**config.mk**
```make
export PLATFORM = sky130hd
export DESIGN_NAME = micro_sequencer_flat
export DESIGN_NICKNAME = d
export VERILOG_FILES = /design/src/rtl/micro_sequencer_pkg.sv /design/src/rtl/micro_sequencer_if.sv /design/src/rtl/micro_sequencer_ret_stack.sv /design/src/rtl/micro_sequencer.sv /design/src/flat_wrapper.sv
export SDC_FILE = /design/constraint.sdc
export NUM_CORES = 1
export LEC_CHECK = 0
export BUFFER_PORTS_ARGS = -buffer_cell sky130_fd_sc_hd__buf_2
export CAP_MARGIN = 20
export CORE_MARGIN = 2
export CORE_UTILIZATION = 46
export DETAILED_ROUTE_END_ITERATION = 7
export MAX_ROUTING_LAYER = met4
export PLACE_DENSITY_LB_ADDON = 0.25
export SYNTH_ARGS = -nofsm -noshare
export SYNTH_HDL_FRONTEND = slang
export SYNTH_SLANG_ARGS = --single-unit
```
**constraint.sdc**
```tcl
create_clock -name i_clk -period 4 [get_ports i_clk]
set_input_delay 1.2 -clock i_clk [delete_from_list [all_inputs] [get_ports i_clk]]
set_output_delay 1.2 -clock i_clk [all_outputs]
set_load 0.02 [all_outputs]
```
**src/rtl/micro_sequencer_pkg.sv**
```systemverilog
// micro_seq_pkg: shared definitions for the microprogram sequencer.
//   - bit positions of every control-word field
//   - SEQ (next-address mode) encodings
//   - MS (condition select) encodings and the condition mux helper
package micro_seq_pkg;

    // Control word field positions
    localparam int NA_HI  = 27;
    localparam int NA_LO  = 20;
    localparam int MS_HI  = 19;
    localparam int MS_LO  = 17;
    localparam int MC_BIT = 16;
    localparam int IL_BIT = 15;
    localparam int PI_BIT = 14;
    localparam int PL_BIT = 13;
    localparam int SEQ_HI = 12;
    localparam int SEQ_LO = 11;
    localparam int MB_BIT = 9;
    localparam int MD_BIT = 3;
    localparam int RW_BIT = 2;
    localparam int MM_BIT = 1;
    localparam int MW_BIT = 0;

    typedef enum logic [1:0] {
        SEQ_NEXT   = 2'b00,
        SEQ_BRANCH = 2'b01,
        SEQ_CALL   = 2'b10,
        SEQ_RET    = 2'b11
    } seq_e;

    typedef enum logic [2:0] {
        MS_FALSE = 3'd0,
        MS_TRUE  = 3'd1,
        MS_C     = 3'd2,
        MS_V     = 3'd3,
        MS_Z     = 3'd4,
        MS_N     = 3'd5,
        MS_NC    = 3'd6,
        MS_NZ    = 3'd7
    } ms_e;

    function automatic logic cond_sel(input ms_e ms, input logic n, input logic z,
                                      input logic v, input logic c);
        logic r;
        r = 1'b0;
        case (ms)
            MS_FALSE: r = 1'b0;
            MS_TRUE:  r = 1'b1;
            MS_C:     r = c;
            MS_V:     r = v;
            MS_Z:     r = z;
            MS_N:     r = n;
            MS_NC:    r = ~c;
            MS_NZ:    r = ~z;
            default:  r = 1'b0;
        endcase
        return r;
    endfunction

endpackage

```
**src/rtl/micro_sequencer_if.sv**
```systemverilog
// micro_sequencer_if: control-store bus between the sequencer and its
// synchronous control-store RAM (1-cycle read latency).
//   car_nxt : read address presented by the sequencer
//   cw      : control word returned for the previous cycle's car_nxt
// Modports: master = sequencer side, slave = control-store side.
interface micro_sequencer_if #(
    parameter int CAR_W = 8,
    parameter int CW_W  = 32
);
    logic [CAR_W-1:0] car_nxt;
    logic [CW_W-1:0]  cw;

    modport master (output car_nxt, input cw);
    modport slave  (input car_nxt, output cw);
endinterface

```
**src/rtl/micro_sequencer_ret_stack.sv**
```systemverilog
// micro_ret_stack: microsubroutine return-address LIFO.
//   i_clk, i_rstn : clock, synchronous active-low reset (clears SP only)
//   i_push/i_data : push i_data (ignored when full)
//   i_pop         : discard top entry (ignored when empty)
//   o_top         : current top-of-stack entry (valid when !o_empty)
//   o_full/o_empty: SP == DEPTH / SP == 0
module micro_ret_stack #(
    parameter int W     = 8,
    parameter int DEPTH = 4
) (
    input  logic         i_clk,
    input  logic         i_rstn,
    input  logic         i_push,
    input  logic         i_pop,
    input  logic [W-1:0] i_data,
    output logic [W-1:0] o_top,
    output logic         o_full,
    output logic         o_empty
);
    localparam int IDX_W = $clog2(DEPTH);
    localparam int SP_W  = IDX_W + 1;

    logic [W-1:0]     mem_q [DEPTH];
    logic [SP_W-1:0]  sp_q;
    logic [IDX_W-1:0] wr_idx;
    logic [IDX_W-1:0] top_idx;

    assign wr_idx  = sp_q[IDX_W-1:0];
    // DEPTH is a power of two, so SP-1 in IDX_W bits also covers SP==DEPTH.
    assign top_idx = wr_idx - IDX_W'(1);
    assign o_top   = mem_q[top_idx];
    assign o_full  = (sp_q == SP_W'(DEPTH));
    assign o_empty = (sp_q == '0);

    always_ff @(posedge i_clk) begin
        if (!i_rstn) begin
            sp_q <= '0;
        end else if (i_push && !o_full) begin
            mem_q[wr_idx] <= i_data;
            sp_q          <= sp_q + SP_W'(1);
        end else if (i_pop && !o_empty) begin
            sp_q <= sp_q - SP_W'(1);
        end
    end
endmodule

```
**src/rtl/micro_sequencer.sv**
```systemverilog
// micro_sequencer: microprogram sequencer for the 16-bit CPU control path.
// Holds CAR, PC, IR and the next-address mux; subroutine returns live in
// micro_ret_stack.
//   i_clk, i_rstn        : clock, synchronous active-low reset
//   i_stall              : freeze CAR/PC/IR/SP/error flag, suppress MW/RW
//   i_instruction        : program-memory word, captured into IR on IL
//   i_n/i_z/i_v/i_c      : datapath status flags
//   cs (master)          : control-store bus (car_nxt out, cw in)
//   o_car, o_pc, o_ir    : current CAR, program counter, instruction register
//   o_dr/o_sa/o_sb/o_fs  : register and function selects from IR
//   o_mb..o_mw           : datapath controls from the control word
//   o_stk_err            : sticky stack overflow/underflow flag
// OPC_W must not exceed CAR_W; INSN_W is fixed at 32 for the IR field map.
module micro_sequencer
    import micro_seq_pkg::*;
#(
    parameter int CAR_W       = 8,
    parameter int PC_W        = 8,
    parameter int INSN_W      = 32,
    parameter int OPC_W       = 7,
    parameter int CW_W        = 32,
    parameter int STACK_DEPTH = 4
) (
    input  logic              i_clk,
    input  logic              i_rstn,
    input  logic              i_stall,
    input  logic [INSN_W-1:0] i_instruction,
    input  logic              i_n,
    input  logic              i_z,
    input  logic              i_v,
    input  logic              i_c,
    micro_sequencer_if.master cs,
    output logic [CAR_W-1:0]  o_car,
    output logic [PC_W-1:0]   o_pc,
    output logic [INSN_W-1:0] o_ir,
    output logic [3:0]        o_dr,
    output logic [3:0]        o_sa,
    output logic [3:0]        o_sb,
    output logic [4:0]        o_fs,
    output logic              o_mb,
    output logic              o_md,
    output logic              o_rw,
    output logic              o_mm,
    output logic              o_mw,
    output logic              o_stk_err
);
    logic [CAR_W-1:0]  car_q, car_d, car_inc, na, opc_car, stk_top;
    logic [PC_W-1:0]   pc_q, pc_d;
    logic [INSN_W-1:0] ir_q, ir_d;
    logic              stk_err_q, stk_err_d;
    logic              cw_vld_q;
    logic [CW_W-1:0]   cw;
    seq_e              seq;
    logic              cond, mc, il, pi, pl;
    logic              push, pop, stk_full, stk_empty;
    logic              unused_bits;

    // The word arriving in the first cycle after reset was addressed while
    // in reset, so it is treated as all-zero (a plain NEXT with no controls).
    assign cw = (i_rstn && cw_vld_q) ? cs.cw : '0;

    assign seq     = seq_e'(cw[SEQ_HI:SEQ_LO]);
    assign cond    = cond_sel(ms_e'(cw[MS_HI:MS_LO]), i_n, i_z, i_v, i_c);
    assign mc      = cw[MC_BIT];
    assign il      = cw[IL_BIT];
    assign pi      = cw[PI_BIT];
    assign pl      = cw[PL_BIT];
    assign car_inc = car_q + CAR_W'(1);
    assign na      = CAR_W'(cw[NA_HI:NA_LO]);
    assign opc_car = CAR_W'(ir_q[INSN_W-1 -: OPC_W]);

    always_comb begin
        car_d     = car_inc;
        push      = 1'b0;
        pop       = 1'b0;
        stk_err_d = stk_err_q;
        if (!i_rstn) begin
            car_d = '0;
        end else if (i_stall) begin
            car_d = car_q;
        end else if (mc) begin
            car_d = opc_car;
        end else begin
            case (seq)
                SEQ_NEXT:   car_d = car_inc;
                SEQ_BRANCH: if (cond) car_d = na;
                SEQ_CALL: begin
                    if (cond) begin
                        car_d = na;
                        if (stk_full) stk_err_d = 1'b1;
                        else          push      = 1'b1;
                    end
                end
                SEQ_RET: begin
                    if (stk_empty) begin
                        car_d     = '0;
                        stk_err_d = 1'b1;
                    end else begin
                        car_d = stk_top;
                        pop   = 1'b1;
                    end
                end
                default: car_d = car_inc;
            endcase
        end
    end

    // Adding the low PC_W bits modulo 2^PC_W equals adding their sign extension.
    always_comb begin
        pc_d = pc_q;
        ir_d = ir_q;
        if (!i_stall) begin
            if (pl && cond) pc_d = pc_q + ir_q[PC_W-1:0];
            else if (pi)    pc_d = pc_q + PC_W'(1);
            if (il)         ir_d = i_instruction;
        end
    end

    always_ff @(posedge i_clk) begin
        if (!i_rstn) begin
            car_q     <= '0;
            pc_q      <= '0;
            ir_q      <= '0;
            stk_err_q <= 1'b0;
            cw_vld_q  <= 1'b0;
        end else begin
            car_q     <= car_d;
            pc_q      <= pc_d;
            ir_q      <= ir_d;
            stk_err_q <= stk_err_d;
            cw_vld_q  <= 1'b1;
        end
    end

    micro_ret_stack #(
        .W    (CAR_W),
        .DEPTH(STACK_DEPTH)
    ) u_ret_stack (
        .i_clk  (i_clk),
        .i_rstn (i_rstn),
        .i_push (push),
        .i_pop  (pop),
        .i_data (car_inc),
        .o_top  (stk_top),
        .o_full (stk_full),
        .o_empty(stk_empty)
    );

    assign cs.car_nxt = car_d;
    assign o_car      = car_q;
    assign o_pc       = pc_q;
    assign o_ir       = ir_q;
    assign o_dr       = ir_q[24:21];
    assign o_sa       = ir_q[20:17];
    assign o_sb       = ir_q[16:13];
    assign o_fs       = ir_q[4:0];
    assign o_mb       = cw[MB_BIT];
    assign o_md       = cw[MD_BIT];
    assign o_mm       = cw[MM_BIT];
    assign o_rw       = cw[RW_BIT] & ~i_stall;
    assign o_mw       = cw[MW_BIT] & ~i_stall;
    assign o_stk_err  = stk_err_q;

    assign unused_bits = ^{cw, ir_q};
endmodule
```
**src/flat_wrapper.sv**
```systemverilog
// flat-port wrapper written by rule: the top's interface ports become plain ports
module micro_sequencer_flat import micro_seq_pkg::*;
#(
    parameter int CAR_W       = 8,
    parameter int PC_W        = 8,
    parameter int INSN_W      = 32,
    parameter int OPC_W       = 7,
    parameter int CW_W        = 32,
    parameter int STACK_DEPTH = 4
)
  (i_clk, i_rstn, i_stall, i_instruction, i_n, i_z, i_v, i_c, o_car, o_pc, o_ir, o_dr, o_sa, o_sb, o_fs, o_mb, o_md, o_rw, o_mm, o_mw, o_stk_err, cs_car_nxt, cs_cw);
  micro_sequencer_if #(.CAR_W(CAR_W), .CW_W(CW_W)) cs_i ();
  input  logic i_clk;
  input  logic i_rstn;
  input  logic i_stall;
  input  logic [INSN_W-1:0] i_instruction;
  input  logic i_n;
  input  logic i_z;
  input  logic i_v;
  input  logic i_c;
  output logic [CAR_W-1:0] o_car;
  output logic [PC_W-1:0] o_pc;
  output logic [INSN_W-1:0] o_ir;
  output logic [3:0] o_dr;
  output logic [3:0] o_sa;
  output logic [3:0] o_sb;
  output logic [4:0] o_fs;
  output logic o_mb;
  output logic o_md;
  output logic o_rw;
  output logic o_mm;
  output logic o_mw;
  output logic o_stk_err;
  output wire logic [$bits(cs_i.car_nxt)-1:0] cs_car_nxt;
  input wire logic [$bits(cs_i.cw)-1:0] cs_cw;
  assign cs_car_nxt = cs_i.car_nxt;
  assign cs_i.cw = cs_cw;
  micro_sequencer #(.CAR_W(CAR_W), .PC_W(PC_W), .INSN_W(INSN_W), .OPC_W(OPC_W), .CW_W(CW_W), .STACK_DEPTH(STACK_DEPTH)) u_core (.i_clk(i_clk), .i_rstn(i_rstn), .i_stall(i_stall), .i_instruction(i_instruction), .i_n(i_n), .i_z(i_z), .i_v(i_v), .i_c(i_c), .cs(cs_i), .o_car(o_car), .o_pc(o_pc), .o_ir(o_ir), .o_dr(o_dr), .o_sa(o_sa), .o_sb(o_sb), .o_fs(o_fs), .o_mb(o_mb), .o_md(o_md), .o_rw(o_rw), .o_mm(o_mm), .o_mw(o_mw), .o_stk_err(o_stk_err));
endmodule
```
==> summary.md, run 1 <==
| Metric | Value |
|---|---|
| Vias per inst | `5.24` |
| Die area | `0.0104 mm^2` |
| Asr flop ratio synth | `0%` |
| Die span in x | `102 um` |
| Pin count of the biggest net entering global routing | `65` |
| FF/Latch Area | `0.00202 mm^2` |
| H-tree levels | `3` |
| Rows | `35` |
| Port Buffers | `139` |
| Multi-input gate area | `~0.0023 mm^2` |
| Hold wc startpoint | `u_core.o_ir[9]` |
| Final WS setup | `-44.6 ps` |
| Critical path's largest stage delay | `540 ps` |
| Net count, final | `roughly 700` |
| Sw Share | `approximately 27%` |
| Starting Density | `a little under half` |
| Placer Congestion | `0.843` |
| Hold slack | `469 ps` |
| Cell Count, Final, Fillers Out | `739` |
| Layout cell share with drive strength beyond 1 | `38.0%` |
| Syn. warnings | `0` |
| Logic gate share of total power | `13.1%` |
| Clk buf depth | `2` |
| Final Cycle Share | `101%` |
| Total GRT Usage | `22.0%` |
| Peak VDD IR | `0.000151 V` |
| Initial antenna violation count | `0` |
| Max_slew headroom | `39.6%` |
| CP Data Required Time | `2800 ps` |
| Post-route cell area | `0.00577 mm^2` |
| Status | `complete, but fails checks` |
| Worst hold stages | `2` |
| Minimum clock period | `between 4000 and 5000 ps` |
| Post-synthesis sequential area ratio | `45.7%` |
| Failing checks | `negative setup slack` |
| DP Area | `0.00526 mm^2` |
| CP endpoint kind | `primary output` |
| NetSw | `roughly 500 uW` |
| Worst-Margin Slew | `906 ps` |
| RR Startpoint | `u_core.cw_vld_q` |
| EDFF count, synth | `32` |
| Clock-pin transition on the worst setup and hold timing paths | `90 ps` |
| PwrDens | `320 mW/mm^2` |
| Clock Root Buffer | `clkbuf_8` |
| Clock Power Share | `approximately 37%` |
| Max stage delay cell, worst path | `or4_4` |
| Critical Path Start | `i_z` |
| TritonCTS Buffers | `9` |
| P&R area growth vs syn | `30.4%` |
| Vias in the first global route | `~3500` |
| Post-Syn Area | `roughly 0.0044 mm^2` |
| Final WL | `11800 um` |
| CTS tree | `done` |
| Critical path type | `input pin to primary output` |
| Max FO, Critical Path | `6` |
| Dpl cells | `715` |
| Core Area | `0.00928 mm^2` |
| Internal power | `1350 uW` |
| CP Data Arrival Time | `2840 ps` |
| Total chip power | `1850 uW` |
| RSZ-0062 raised after global routing | `yes` |
| Fill cells | `about 800` |
| IO Pins | `150` |
| Avg WL per Cell | `16.0 um` |
| Dpl hpwl | `8360 um` |
| Grt total ovfl | `0` |
| HP Class | `flip-flop to flip-flop` |
| Via count | `3871` |
| Critical path launch point type | `input pin` |
| Routed Antenna Nets | `0` |
| Maximum clock frequency | `247 MHz` |
| Yosys reg bits | `85` |
| Synth Flop Type | `dfxtp_1` |
| Setup violators final | `2` |
| Hold Fails Final Rpt | `0` |
| Pins Over Slew Limit | `0` |
| CTS sink cnt | `85` |
| Post-Route Utilization | `about 62%` |
| Crit-path cells | `buf_2 -> nand2b_1 -> a41oi_4 -> and2_4 -> a31oi_4 -> or4_4 -> nand3_2 -> buf_6` |
| Max-cap viol count | `0` |
| Clk Latency, worst-skew pair | `360 ps` |
| First-pass GRT wire length | `roughly 17000 um` |
| Die Y | `102 um` |
| Syn_area_per_cell | `9.53 um^2` |
| Remaining DRCs | `0` |
| First-pass DRT Iterations | `4` |
| Initial DRC Count | `200` |
| Flop pwr share | `roughly half` |
| Clk_skew | `roughly 13 ps` |
| Post-synthesis cell type count | `59` |
| Static Leak | `between 0.002 and 0.003 uW` |
| Worst Reg-to-Reg Cells | `15` |
| Synthesized Nets | `552` |
| Post-Syn Instances | `464` |
| Ant. Diodes | `0` |
critical path: cells and delay by family:
| family | cells | cell delay, ps |
|---|---|---|
| and+or+nand+nor | 4 | 1050 |
| buffers and inverters | 2 | 240 |
| AOI/OAI and AO/OA | 2 | 350 |
cell usage after synthesis (5+ instances only):
master    number  area (um^2)
dfxtp_1       53         1060
nor2_1        11         41.3
nor3_1         5         25.0
mux2i_1       10          100
and2_1         7         43.8
nand3_1       16         80.1
nand2_1       87          327
ha_1          15          188
nor2b_1       12         75.1
mux4_2         8          180
and3_1        12         75.1
xnor2_1        7         61.3
buf_4         19          143
clkbuf_1      21         78.8
a21oi_1        9         45.0
xor2_1         5         43.8
edfxtp_1      32          961
inv_1         20         75.1
o21ai_0       55          275
power by group through the flow:
stage | sequential, uW | clock (uW) | combinational (uW)
CTS | 929 | 688 | 216
global route | 932 | 722 | 260
finish | 929 | 677 | 241
floorplan | 963 | 0 | 109
global placement | 948 | 0 | 205
detailed placement | 948 | 0 | 210
flip-flops by register name (all words and copies together), names as in the netlist:
register and flops:
u_core.cw_vld_q 1, u_core.o_car 8, u_core.o_ir 32, u_core.o_pc 8, u_core.o_stk_err 1, u_core.u_ret_stack.mem_q 32
u_core.u_ret_stack.sp_q 3
layout by cell type, fill, tap and decap left out, types with 2 or more instances in the layout:
| cell | netlist | final |
|---|---|---|
| a21oi_1 | 9 | 9 |
| a221oi_1 | 4 | 2 |
| a221oi_2 | 0 | 2 |
| a22o_1 | 4 | 4 |
| a22oi_1 | 2 | 2 |
| and2_1 | 7 | 6 |
| and3_1 | 12 | 12 |
| buf_12 | 0 | 3 |
| buf_2 | 0 | 129 |
| buf_4 | 19 | 30 |
| buf_6 | 1 | 7 |
| clkbuf_8 | 0 | 9 |
| dfxtp_1 | 53 | 53 |
| edfxtp_1 | 32 | 32 |
| fa_1 | 2 | 2 |
| ha_1 | 15 | 15 |
| inv_1 | 20 | 19 |
| inv_6 | 0 | 4 |
| mux2i_1 | 10 | 10 |
| mux4_2 | 8 | 8 |
| nand2_1 | 87 | 85 |
| nand2_4 | 0 | 2 |
| nand2b_1 | 4 | 4 |
| nand3_1 | 16 | 14 |
| nand3_2 | 1 | 3 |
| nor2_1 | 11 | 11 |
| nor2b_1 | 12 | 10 |
| nor2b_2 | 0 | 2 |
| nor3_1 | 5 | 2 |
| nor3_2 | 0 | 3 |
| nor3b_1 | 2 | 2 |
| o21a_1 | 2 | 2 |
| o21ai_0 | 55 | 51 |
| o21ai_2 | 0 | 4 |
| o21bai_1 | 2 | 2 |
| o32ai_2 | 1 | 2 |
| or3_1 | 3 | 3 |
| xnor2_1 | 7 | 7 |
| xor2_1 | 5 | 5 |
per-stage QoR:
stage               setup slack, ps  setup TNS [ps]
detailed placement             -117            -535
finish                        -44.6           -47.9
CTS                           -1.13           -1.13
global placement              -91.0            -285
global route                  -85.0            -310
floorplan                      6.65               0
final cells by class:
cell class,instances,share of cell area (%)
clock inverters,6,1.24
inverters,20,1.30
well taps,129,2.80
multi-input cells,319,39.2
flip-flops and latches,85,35.1
repair buffers,170,17.8
clock buffers,10,2.58
kinds of logic after synthesis:
logic type / after synthesis / share of synthesized area (%)
buffers and inverters: 61 / 6.96
multiplexers: 18 / 6.34
XOR/XNOR: 12 / 2.38
adder cells (fa/ha/maj): 17 / 5.15
AO/OA/AOI/OAI: 100 / 14.4
AND/OR/NAND/NOR: 171 / 19.1
flip-flops: 85 / 45.7
layer usage:
metal	vias up	GRT usage (%)	share of wire, %
met5	-	-	0
met4	0	7.18	2.0
met3	17	5.40	6.3
met2	143	33.5	49
met1	1810	28.9	43
li1	1901	-	-
final timing paths:
kind	end	slack (ps)
setup / recovery	cs_car_nxt[7]	-40
hold / removal	u_core.o_ir[9]	470
setup reg to reg	u_core.o_pc[6]	680
hold reg to reg	u_core.o_ir[9]	470
what timing repair did:
action                     4_1_cts  5_1_grt
buffers inserted                 2        7
resized for setup               14       37
hold buffers                     0        0
cloned                           0        1
pin swaps                        4       12
setup endpoints to repair        7        8
Note: power is estimated with default switching activity, not from simulation.
==> run 2: changes to the inputs <==
REMOVE_ABC_BUFFERS = 1   (was not set)
==> summary.md, run 2 (same netlist as run 1, synthesis figures left out) <==
| Metric | Value |
|---|---|
| Clock-pin transition on the worst setup and hold timing paths | `90 ps` |
| Fill cells | `818` |
| Max stage delay cell, worst path | `or4_4` |
| Post-route cell area | `0.00581 mm^2` |
| Hold slack | `465 ps` |
| RSZ-0062 raised after global routing | `yes` |
| CP Data Arrival Time | `~2800 ps` |
| Final Cycle Share | `100%` |
| Crit-path cells | `buf_8 -> buf_6 -> nor3_4 -> nor4_4 -> buf_4 -> and2_4 -> a31oi_2 -> or4_4 -> nand3_2 -> buf_6` |
| R2R setup slack | `690 ps` |
| Final WS setup | `-19.8 ps` |
| Pins Over Slew Limit | `0` |
| RR Startpoint | `u_core.cw_vld_q` |
| Net count, final | `701` |
| Critical path launch point type | `input pin` |
| H-tree levels | `3` |
| Total GRT Usage | `approximately 22%` |
| DP Area | `0.00529 mm^2` |
| Vias per inst | `5.16` |
| Avg WL per Cell | `around 15 um` |
| Routed Antenna Nets | `0` |
| Worst Reg-to-Reg Cells | `16` |
| First-pass GRT wire length | `17500 um` |
| Core Area | `0.00928 mm^2` |
| Failing checks | `negative setup slack` |
| Grt total ovfl | `0` |
| Port Buffers | `between 100 and 150` |
| Clk_skew | `roughly 15 ps` |
| Final WL | `11300 um` |
| CTS Hold Bufs | `0` |
| Critical path's largest stage delay | `440 ps` |
| Setup violators final | `3` |
| Hold wc startpoint | `u_core.o_ir[11]` |
| Max-cap viol count | `0` |
| Clk buf depth | `2` |
| Ant. Diodes | `0` |
| Rows | `35` |
| Static Leak | `0.00258 uW` |
| Peak VDD IR | `approximately 0.00020 V` |
| HP Class | `flip-flop to flip-flop` |
| Via count | `approximately 3900` |
| Initial DRC Count | `214` |
| Dpl hpwl | `8120 um` |
| P&R area growth vs syn | `31.5%` |
| CTS sink cnt | `85` |
| IO Pins | `150` |
| Commonest non-fill, non-tap cell in the layout | `buf_2` |
| Vias in the first global route | `roughly 3600` |
| Max_slew headroom | `65.6%` |
| Critical Path Start | `cs_cw[17]` |
| Pin count of the biggest net entering global routing | `34` |
| Most frequent cell on the critical path | `buf_6` |
| Hold Fails Final Rpt | `0` |
| Max FO, Critical Path | `5` |
| Starting Density | `47.6%` |
| Maximum clock frequency | `249 MHz` |
| First-pass DRT Iterations | `6` |
| Clock Root Buffer | `clkbuf_8` |
| Placer Congestion | `0.907` |
| Die span in x | `102 um` |
| Most frequent cells in the layout | `buf_2 (128), nand2_1 (87), dfxtp_1 (53)` |
| Die area | `0.0104 mm^2` |
| Die Y | `102 um` |
| Hold Path Sink | `u_core.o_ir[11]` |
| Worst-Margin Slew | `515 ps` |
| Worst hold stages | `2` |
| CP Data Required Time | `2800 ps` |
| PwrDens | `323 mW/mm^2` |
| Initial antenna violation count | `0` |
| Layout cell share with drive strength beyond 1 | `a little under two fifths` |
| CP endpoint kind | `primary output` |
| Clk Latency, worst-skew pair | `roughly 380 ps` |
| Remaining DRCs | `0` |
| Critical path type | `input pin to primary output` |
| Status | `complete, but fails checks` |
| Worst R2R End | `u_core.o_pc[6]` |
| CTS tree | `done` |
| Setup TNS | `-34.7 ps` |
| TritonCTS Buffers | `9` |
| Minimum clock period | `4020 ps` |
## run 2: changes by cell type in the layout (fill, tap and decap cells not counted), moves of 2 or more
cell	before	now
buf_4	30	37
buf_6	7	11
ha_2	0	2
buf_12	3	1
a2111oi_4	0	2
nand2_1	85	87
ha_1	15	13
nor3_2	3	1
## run 2: critical path: cells and delay by family
kind            cells  cell delay (ps)
buf+inv             4              500
simple gates        5             1030
compound gates      1              100
## run 2: repair_timing
item / CTS / global route
gates resized for setup: 28 / 26
cloned: 1 / 0
setup buffers: 4 / 4
hold endpoints to repair: 0 / 0
endpoints found under the setup margin: 8 / 8
pin swaps: 10 / 9
## run 2: metal layers
| layer | up-vias | share of wire, % | track usage (%) |
|---|---|---|---|
| met5 | - | 0 | - |
| met3 | 19 | 5.9 | 3.63 |
| met4 | 0 | 1.5 | 8.62 |
| met2 | 118 | 50 | 35.2 |
| li1 | 1918 | - | - |
| met1 | 1797 | 43 | 29.4 |
## run 2: how the worst max path moves through the flow
| stage | slack [ps] | endpoint |
|---|---|---|
| finish | -20 | cs_car_nxt[7] |
| global route | -70 | cs_car_nxt[6] |
| CTS | -40 | cs_car_nxt[7] |
| detailed placement | -240 | cs_car_nxt[0] |
| global placement | -170 | cs_car_nxt[7] |
| floorplan | 40 | cs_car_nxt[0] |
## run 2: report_power, final
part / internal [uW] / switching, uW / total (uW)
Clock: 362 / 342 / 704
Sequential: 911 / 17.1 / 928
Combinational: 107 / 138 / 244
Total: 1380 / 497 / 1880
## run 2: metrics by stage
| stage | total power (uW) | utilization [%] | std cells | worst slack (ps) |
|---|---|---|---|---|
| after floorplan | 1050 | - | 423 | 40.1 |
| after global placement | 1160 | 57.0 | 722 | -166 |
| after detailed placement | 1160 | 57.0 | 722 | -244 |
| after CTS | 1860 | 61.0 | 743 | -38.0 |
| after global routing | 1950 | 62.6 | 747 | -66.7 |
| final | 1880 | 62.6 | 747 | -19.8 |
## run 2: area by class of cell
| cell class | instances | area [um^2] | area share [%] |
|---|---|---|---|
| multi-input cells | 319 | 2250 | 38.7 |
| flip-flops and latches | 85 | 2020 | 34.8 |
| repair buffers | 178 | 1080 | 18.5 |
| well taps | 129 | 161 | 2.78 |
| clock buffers | 9 | 124 | 2.13 |
| clock inverters | 7 | 103 | 1.76 |
| inverters | 20 | 75.1 | 1.29 |
